<file path="src/rtl/vga_pkg.sv">
// Shared 640x480@60 VGA timing constants and decode helpers used by the
// timing generator and the downstream sprite/palette blocks.
package vga_pkg;

  localparam int H_ACTIVE = 640;
  localparam int H_FP     = 16;
  localparam int H_SYNC   = 96;
  localparam int H_BP     = 48;
  localparam int V_ACTIVE = 480;
  localparam int V_FP     = 10;
  localparam int V_SYNC   = 2;
  localparam int V_BP     = 33;

  localparam int H_TOTAL  = H_ACTIVE + H_FP + H_SYNC + H_BP;
  localparam int V_TOTAL  = V_ACTIVE + V_FP + V_SYNC + V_BP;

  // Half-open window test lo <= v < hi on a 10-bit screen coordinate.
  function automatic logic in_range(input logic [9:0] v,
                                    input logic [9:0] lo,
                                    input logic [9:0] hi);
    return (v >= lo) && (v < hi);
  endfunction

endpackage

</file>
<file path="src/rtl/vga_timing_gen.sv">
// VGA raster timing: pixel/line counters with sync, blank and frame markers
// all registered together so every output describes the same pixel.
module vga_timing_gen #(
  parameter int H_ACTIVE = vga_pkg::H_ACTIVE,
  parameter int H_FP     = vga_pkg::H_FP,
  parameter int H_SYNC   = vga_pkg::H_SYNC,
  parameter int H_BP     = vga_pkg::H_BP,
  parameter int V_ACTIVE = vga_pkg::V_ACTIVE,
  parameter int V_FP     = vga_pkg::V_FP,
  parameter int V_SYNC   = vga_pkg::V_SYNC,
  parameter int V_BP     = vga_pkg::V_BP
) (
  input  logic       vga_clk,
  input  logic       reset_n,
  input  logic       pix_en,
  output logic       hs,
  output logic       vs,
  output logic       blank,
  output logic [9:0] DrawX,
  output logic [9:0] DrawY,
  output logic       frame_start,
  output logic [7:0] frame_count
);

  localparam int H_TOTAL = H_ACTIVE + H_FP + H_SYNC + H_BP;
  localparam int V_TOTAL = V_ACTIVE + V_FP + V_SYNC + V_BP;

  localparam logic [9:0] H_LAST  = 10'(H_TOTAL - 1);
  localparam logic [9:0] V_LAST  = 10'(V_TOTAL - 1);
  localparam logic [9:0] H_ACT_W = 10'(H_ACTIVE);
  localparam logic [9:0] V_ACT_W = 10'(V_ACTIVE);
  localparam logic [9:0] HS_LO   = 10'(H_ACTIVE + H_FP);
  localparam logic [9:0] HS_HI   = 10'(H_ACTIVE + H_FP + H_SYNC);
  localparam logic [9:0] VS_LO   = 10'(V_ACTIVE + V_FP);
  localparam logic [9:0] VS_HI   = 10'(V_ACTIVE + V_FP + V_SYNC);

  // After reset the first qualified cycle re-presents (0,0) with the
  // frame_start pulse instead of advancing past it.
  logic       start_pend;
  logic       h_wrap;
  logic       f_wrap;
  logic [9:0] x_nxt;
  logic [9:0] y_nxt;

  // Next-position computation
  always_comb begin
    h_wrap = (DrawX >= H_LAST);
    f_wrap = h_wrap && (DrawY >= V_LAST);
    x_nxt  = h_wrap ? 10'd0 : DrawX + 10'd1;
    y_nxt  = DrawY;
    if (h_wrap) begin
      y_nxt = (DrawY >= V_LAST) ? 10'd0 : DrawY + 10'd1;
    end
    if (start_pend) begin
      x_nxt = 10'd0;
      y_nxt = 10'd0;
    end
  end

  // Output register stage: counters and their decode update together
  always_ff @(posedge vga_clk) begin
    if (!reset_n) begin
      DrawX       <= 10'd0;
      DrawY       <= 10'd0;
      hs          <= 1'b1;
      vs          <= 1'b1;
      blank       <= 1'b1;
      frame_start <= 1'b0;
      frame_count <= 8'd0;
      start_pend  <= 1'b1;
    end else begin
      frame_start <= 1'b0;
      if (pix_en) begin
        DrawX       <= x_nxt;
        DrawY       <= y_nxt;
        hs          <= !vga_pkg::in_range(x_nxt, HS_LO, HS_HI);
        vs          <= !vga_pkg::in_range(y_nxt, VS_LO, VS_HI);
        blank       <= (x_nxt < H_ACT_W) && (y_nxt < V_ACT_W);
        frame_start <= (x_nxt == 10'd0) && (y_nxt == 10'd0);
        start_pend  <= 1'b0;
        if (f_wrap && !start_pend) begin
          frame_count <= frame_count + 8'd1;
        end
      end
    end
  end

endmodule

</file>
<file path="config.mk">
export PLATFORM = sky130hd
export DESIGN_NAME = vga_timing_gen
export DESIGN_NICKNAME = d
export VERILOG_FILES = /design/src/rtl/vga_pkg.sv /design/src/rtl/vga_timing_gen.sv
export SDC_FILE = /design/constraint.sdc
export NUM_CORES = 1
export LEC_CHECK = 0
export CORE_ASPECT_RATIO = 0.6
export CORE_MARGIN = 2
export CORE_UTILIZATION = 53
export DETAILED_ROUTE_END_ITERATION = 8
export PLACE_DENSITY = 0.91
export SYNTH_ARGS = -nofsm -noshare
export SYNTH_HDL_FRONTEND = slang
export SYNTH_SLANG_ARGS = --single-unit
</file>
<file path="constraint.sdc">
create_clock -name vga_clk -period 2.8 [get_ports vga_clk]
set_clock_uncertainty 0.1 [all_clocks]
set_input_delay 0.42 -clock vga_clk [delete_from_list [all_inputs] [get_ports vga_clk]]
set_output_delay 0.42 -clock vga_clk [all_outputs]
set_load 0.01 [all_outputs]
</file>
==> results of run 1 <==
==> worst max-delay path, cell delays in order, from the launching register on <==
cell and delay (ps):
dfxtp_1 440, ha_1 370, nand4_4 190, a21o_1 330, or3_1 360, a221oi_2 300, a41oi_1 150, nor3_1 200
==> cells in the final DEF (no fill, tap or decap), drive strengths merged, types with 5 or more instances in the layout <==
master,n
dfxtp,33
a21boi,9
buf,6
xnor2,11
nand2,17
nor2,13
nand2b,6
and2,8
nand3,13
nand4,8
clkdlybuf4s50,34
o21ai,14
and3,5
inv,5
a31oi,6
clkbuf,7
a21oi,11
nor3,15
nor2b,13
==> stage by stage <==
step	cell area, um2	instances	util, %	hold WS (ps)
3_5_place_dp	2470	329	65.9	378
2_1_floorplan	2110	260	-	407
4_1_cts	2570	337	68.6	395
3_3_place_gp	2470	329	65.9	366
6_report	2570	337	68.6	391
5_1_grt	2570	337	68.6	437
==> registers in the layout, summed over array words and instances (netlist names) <==
signal	count
DrawX	10
DrawY	10
blank	1
frame_count	8
frame_start	1
hs	1
start_pend	1
vs	1
==> metal layers <==
metal,share of wire [%],vias up,track usage (%)
li1,-,1011,-
met1,47,970,38.8
met2,38,136,35.3
met3,13,12,8.66
met4,1.5,0,7.67
met5,0,-,0
==> worst paths after layout <==
path | cells after the start | start | slack, ps | to
worst min register to register | 2 | blank$_SDFFE_PN1P_ | 390 | blank$_SDFFE_PN1P_
worst min-delay path | 2 | blank$_SDFFE_PN1P_ | 390 | blank$_SDFFE_PN1P_
worst max register to register | 7 | DrawX[0]$_SDFFE_PN0P_ | 280 | frame_start$_SDFF_PN0_
worst max-delay path | 7 | DrawX[0]$_SDFFE_PN0P_ | 280 | frame_start$_SDFF_PN0_
==> area by class of cell <==
type	instances	area, um2	area share (%)
Inverter	5	18.8	0.730
Clock inverter	1	5.00	0.195
Tap cell	47	58.8	2.29
Multi-Input combinational cell	204	1350	52.3
Sequential cell	33	661	25.7
Clock buffer	7	96.3	3.75
Timing Repair Buffer	40	385	15.0
==> cells by family after synthesis <==
| family | count (synthesis) | synth area share [%] |
|---|---|---|
| XOR/XNOR | 15 | 6.23 |
| adder cells (fa/ha/maj) | 4 | 2.38 |
| flip-flops | 33 | 31.4 |
| AND/OR/NAND/NOR | 117 | 32.2 |
| buffers and inverters | 23 | 4.81 |
| multiplexers | 4 | 1.90 |
| AO/OA/AOI/OAI | 64 | 21.1 |
==> power breakdown <==
group          total (uW)  switching (uW)  leakage, uW  internal (uW)
clock network         407             185    0.0000542            222
registers             477            4.20     0.000267            473
logic                61.0            37.3     0.000550           23.7
==> key figures, run 1 <==
Run status
  – Outcome: finished clean

STA
  – Slew HR: 56.1%
  – Setup violators final: 0
  – Final period util: 89.9%
  – PnR worst setup slack: 282 ps
  – Least-Margin Pin Slew: 642 ps
  – Final slew viol count: 0
  – Tmin final: 2520 ps
  – Fmax: 0.397 GHz
  – RSZ-0062 raised after global routing: false
  – Final hold viol count: 0
  – Fin Setup TNS: 0 ps

Synthesis
  – Area contributors post-synth: dfxtp_1 31%, xnor2_1 4.6%, nor2b_1 3.9%
  – EDFF count, synth: 0
  – Cell with the most instances after synthesis: dfxtp_1
  – Yosys top cell area share: 31.4%
  – YS warnings: 0
  – Ys async rst share: 0%
  – Mapped Cells: 260
  – Seq/Total Area, Yosys: 31.4%
  – Top cells by count, synth: 33 x dfxtp_1, 17 x nand2_1, 13 x nand3_1, 13 x nor2_1, 13 x nor2b_1
  – Most used flip-flop cell after synthesis: dfxtp_1
  – Post-synth cell types: 54
  – FF+latch count, synth: 33
  – Synth area leader: dfxtp_1
  – Post-synthesis net count: 267
  – Post-Syn Area: 2110 um2
  – Mapped Avg Cell Area: 8.10 um2

Setup path
  – Largest fanout on the critical path: 11
  – CP Capture Type: flop
  – Setup Crit Path Kind: flop to flop
  – Worst EP required: 2920 ps
  – CP Launch Type: flop
  – Worst EP arrival: 2630 ps

Placement
  – Gpl congestion: 0.945
  – DP HPWL: 4040 um
  – Port-buffer cells: 34
  – Setup WS pre-CTS: 390 ps

Clock tree
  – CTS tree: done
  – Worst-path clk slew: 70 ps
  – CTS Buf Count: 5
  – PostCTS Resize Cnt: 0
  – Post CTS Setup Buffer Count: 0
  – Max Root-Sink Buffers: 2
  – Clock Sink Count: 33
  – H-Tree Depth: 2
  – CTS Root Cell: clkbuf_8
  – Worst-Skew Late Latency: 300 ps
  – Hold-fix buffer count after cts: 0

Global routing
  – First-pass GRT wire length: 9020 um
  – GRT overflow: 0
  – Vias in the first global route: 1810
  – GRT Util Overall: 26.2%
  – Largest net degree at the start of global routing: 22
  – Initial antenna violation count: 0

Detailed routing
  – DRC Markers: 0
  – Vias post-DR: 2129
  – WL per Instance: 16.9 um
  – Pre-antenna DRT Iters: 5
  – DR vias/cell: 6.32
  – Iteration-0 DRC Markers: 240
  – ANT nets after route: 0
  – Routed wire length: 5690 um

Floorplanning
  – Core Rows: 17
  – Die Area: 4510 um2
  – Initial core utilization: 56.3%
  – IO Pins: 35
  – Die X: 85.4 um
  – Placeable core region: 3740 um2
  – Die height: 52.8 um

Power
  – VDD IR max: 0.274 mV
  – Pwr/cell area: 368 nW/um2
  – Pleak: 0.000871 uW
  – Total power: 945 uW

Final layout
  – N_diodes: 0
  – Layout cells sized above 1: 8.28%
  – Nets: 296
  – Fillers: 288
  – Area grow syn2layout: 22.0%

Worst hold path
  – HP Class: flop to flop

Flow run
  – Number of max-cap violations: 0
No activity file was read; power rests on OpenSTA's default activity.
==> inputs of run 2 (changes only) <==
--- a/config.mk
+++ b/config.mk
@@ -8,3 +8,2 @@
 export CORE_ASPECT_RATIO = 0.6
-export CORE_MARGIN = 2
 export CORE_UTILIZATION = 53
--- a/constraint.sdc
+++ b/constraint.sdc
@@ -4,2 +4,2 @@
 set_output_delay 0.42 -clock vga_clk [all_outputs]
-set_load 0.01 [all_outputs]
+set_load 0.05 [all_outputs]
==> key figures, run 2 (same netlist as run 1, synthesis figures left out) <==
Run status
  – Outcome: finished clean

Floorplanning
  – Placeable core region: 3740 um2
  – Core Rows: 17
  – Die X: 83.4 um
  – Die Area: 4240 um2
  – IO Pins: 35
  – Initial core utilization: 56.3%
  – Die height: 50.8 um

Placement
  – Port-buffer cells: 34
  – Placed Cells: 329
  – Gpl congestion: 0.966
  – DP HPWL: 4100 um

Setup path
  – Worst EP required: 2860 ps
  – Largest fanout on the critical path: 8
  – Worst r2r path cells: 7
  – R2r endpoint: blank$_SDFFE_PN1P_
  – CP Launch Type: flop
  – Setup Crit Path Kind: flop to flop
  – FF-to-FF setup slack: 220 ps
  – CP Capture Type: flop
  – Reg2reg start: DrawX[0]$_SDFFE_PN0P_
  – Worst EP arrival: 2640 ps

Global routing
  – Largest net degree at the start of global routing: 26
  – GRT Util Overall: 28.4%
  – First-pass GRT wire length: 9350 um
  – Initial antenna violation count: 0
  – GRT overflow: 0
  – Vias in the first global route: 1841

Final layout
  – Footprint of the multi-input gates: 1350 um2
  – Util after Layout: 68.1%
  – Area grow syn2layout: 21.1%
  – FF+latch area: 661 um2
  – Non-Filler Instances: 337
  – N_diodes: 0
  – Largest regs: DrawX (10), DrawY (10), frame_count (8)
  – Commonest non-fill, non-tap cells in the layout: 34 x clkdlybuf4s50_1, 33 x dfxtp_1, 17 x nand2_1
  – Layout cells sized above 1: 7.93%
  – Nets: 296
  – Commonest non-fill, non-tap cell in the layout: clkdlybuf4s50_1
  – Fillers: 315

Detailed routing
  – Routed wire length: 5650 um
  – DRC Markers: 0
  – Uppermost layer routed: met4
  – Met3 wire len: 637 um
  – Met2 Routed Length: 2280 um
  – Pre-antenna DRT Iters: 4
  – WL per Instance: 16.8 um
  – Iteration-0 DRC Markers: 204
  – Vias post-DR: 2099
  – DR vias/cell: 6.23
  – ANT nets after route: 0
  – Met1 WL: 2680 um

Clock tree
  – Post CTS Setup Buffer Count: 0
  – Max Root-Sink Buffers: 2
  – CTS Buf Count: 5
  – Worst-Skew Late Latency: 300 ps
  – CTS Root Cell: clkbuf_8
  – H-Tree Depth: 2
  – PostCTS Resize Cnt: 0
  – Clock Sink Count: 33
  – Worst-path clk slew: 70 ps
  – CTS tree: done
  – Hold-fix buffer count after cts: 0

Worst hold path
  – Hold Path Stages: 1
  – Hold endpoint: hs$_SDFFE_PN1P_
  – HP Class: flop to flop
  – Worst Min Path Start: hs$_SDFFE_PN1P_

Power
  – VDD IR max: 0.257 mV
  – Pwr/cell area: 353 nW/um2
  – Pleak: 0.000862 uW

STA
  – Final period util: 92.0%
  – Final hold viol count: 0
  – Least-Margin Pin Slew: 754 ps
  – Fmax: 0.388 GHz
  – RSZ-0062 raised after global routing: false
  – Tmin final: 2580 ps
  – Final slew viol count: 0
  – Fin Setup TNS: 0 ps
  – Setup violators final: 0
  – Slew HR: 48.4%

Flow run
  – Number of max-cap violations: 0
## run 2: metal layers
layer  vias to the layer above  global-route usage [%]
li1                       1006                       -
met1                       976                    41.5
met2                       107                    39.8
met3                        10                    7.59
met4                         0                    8.91
met5                         -                    5.19
## run 2: how the worst max path moves through the flow
stage / depth (start not counted) / end / start / slack (ps)
after floorplan: 8 / frame_start$_SDFF_PN0_ / DrawX[0]$_SDFFE_PN0P_ / 200
after global placement: 6 / vs$_SDFFE_PN1P_ / DrawX[0]$_SDFFE_PN0P_ / 450
after detailed placement: 7 / blank$_SDFFE_PN1P_ / DrawX[0]$_SDFFE_PN0P_ / 290
after CTS: 7 / blank$_SDFFE_PN1P_ / DrawX[0]$_SDFFE_PN0P_ / 260
after global routing: 7 / DrawY[9]$_SDFFE_PN0P_ / DrawX[0]$_SDFFE_PN0P_ / 7
final: 7 / blank$_SDFFE_PN1P_ / DrawX[0]$_SDFFE_PN0P_ / 220
## run 2: power breakdown
part | internal (uW) | switching, uW | leakage (uW)
registers | 473 | 4.52 | 0.000267
clock network | 172 | 185 | 0.0000450
logic | 22.8 | 45.0 | 0.000551
## run 2: through the flow
| step | power [uW] | hold slack (ps) | setup WS (ps) | cell area, um2 |
|---|---|---|---|---|
| 5_1_grt | 933 | 427 | 6.88 | 2550 |
| 3_5_place_dp | 554 | 380 | 292 | 2470 |
| 6_report | 902 | 391 | 224 | 2550 |
| 2_1_floorplan | 530 | 467 | 203 | 2110 |
| 4_1_cts | 898 | 396 | 264 | 2550 |
| 3_3_place_gp | 553 | 364 | 451 | 2470 |
## run 2: layout make-up
cell class | instances | share of cell area, %
multi-input cells | 204 | 52.7
flip-flops and latches | 33 | 25.9
repair buffers | 40 | 15.1
clock buffers | 6 | 2.84
well taps | 47 | 2.31
inverters | 5 | 0.736
clock inverters | 2 | 0.392
## run 2: worst max-delay path, stage by stage (launching register included)
cell and delay (ps):
dfxtp_1 460, ha_1 410, and4_1 360, o21ai_2 140
nor3_2 270, xnor2_1 130, nor4b_1 410, o311ai_1 170
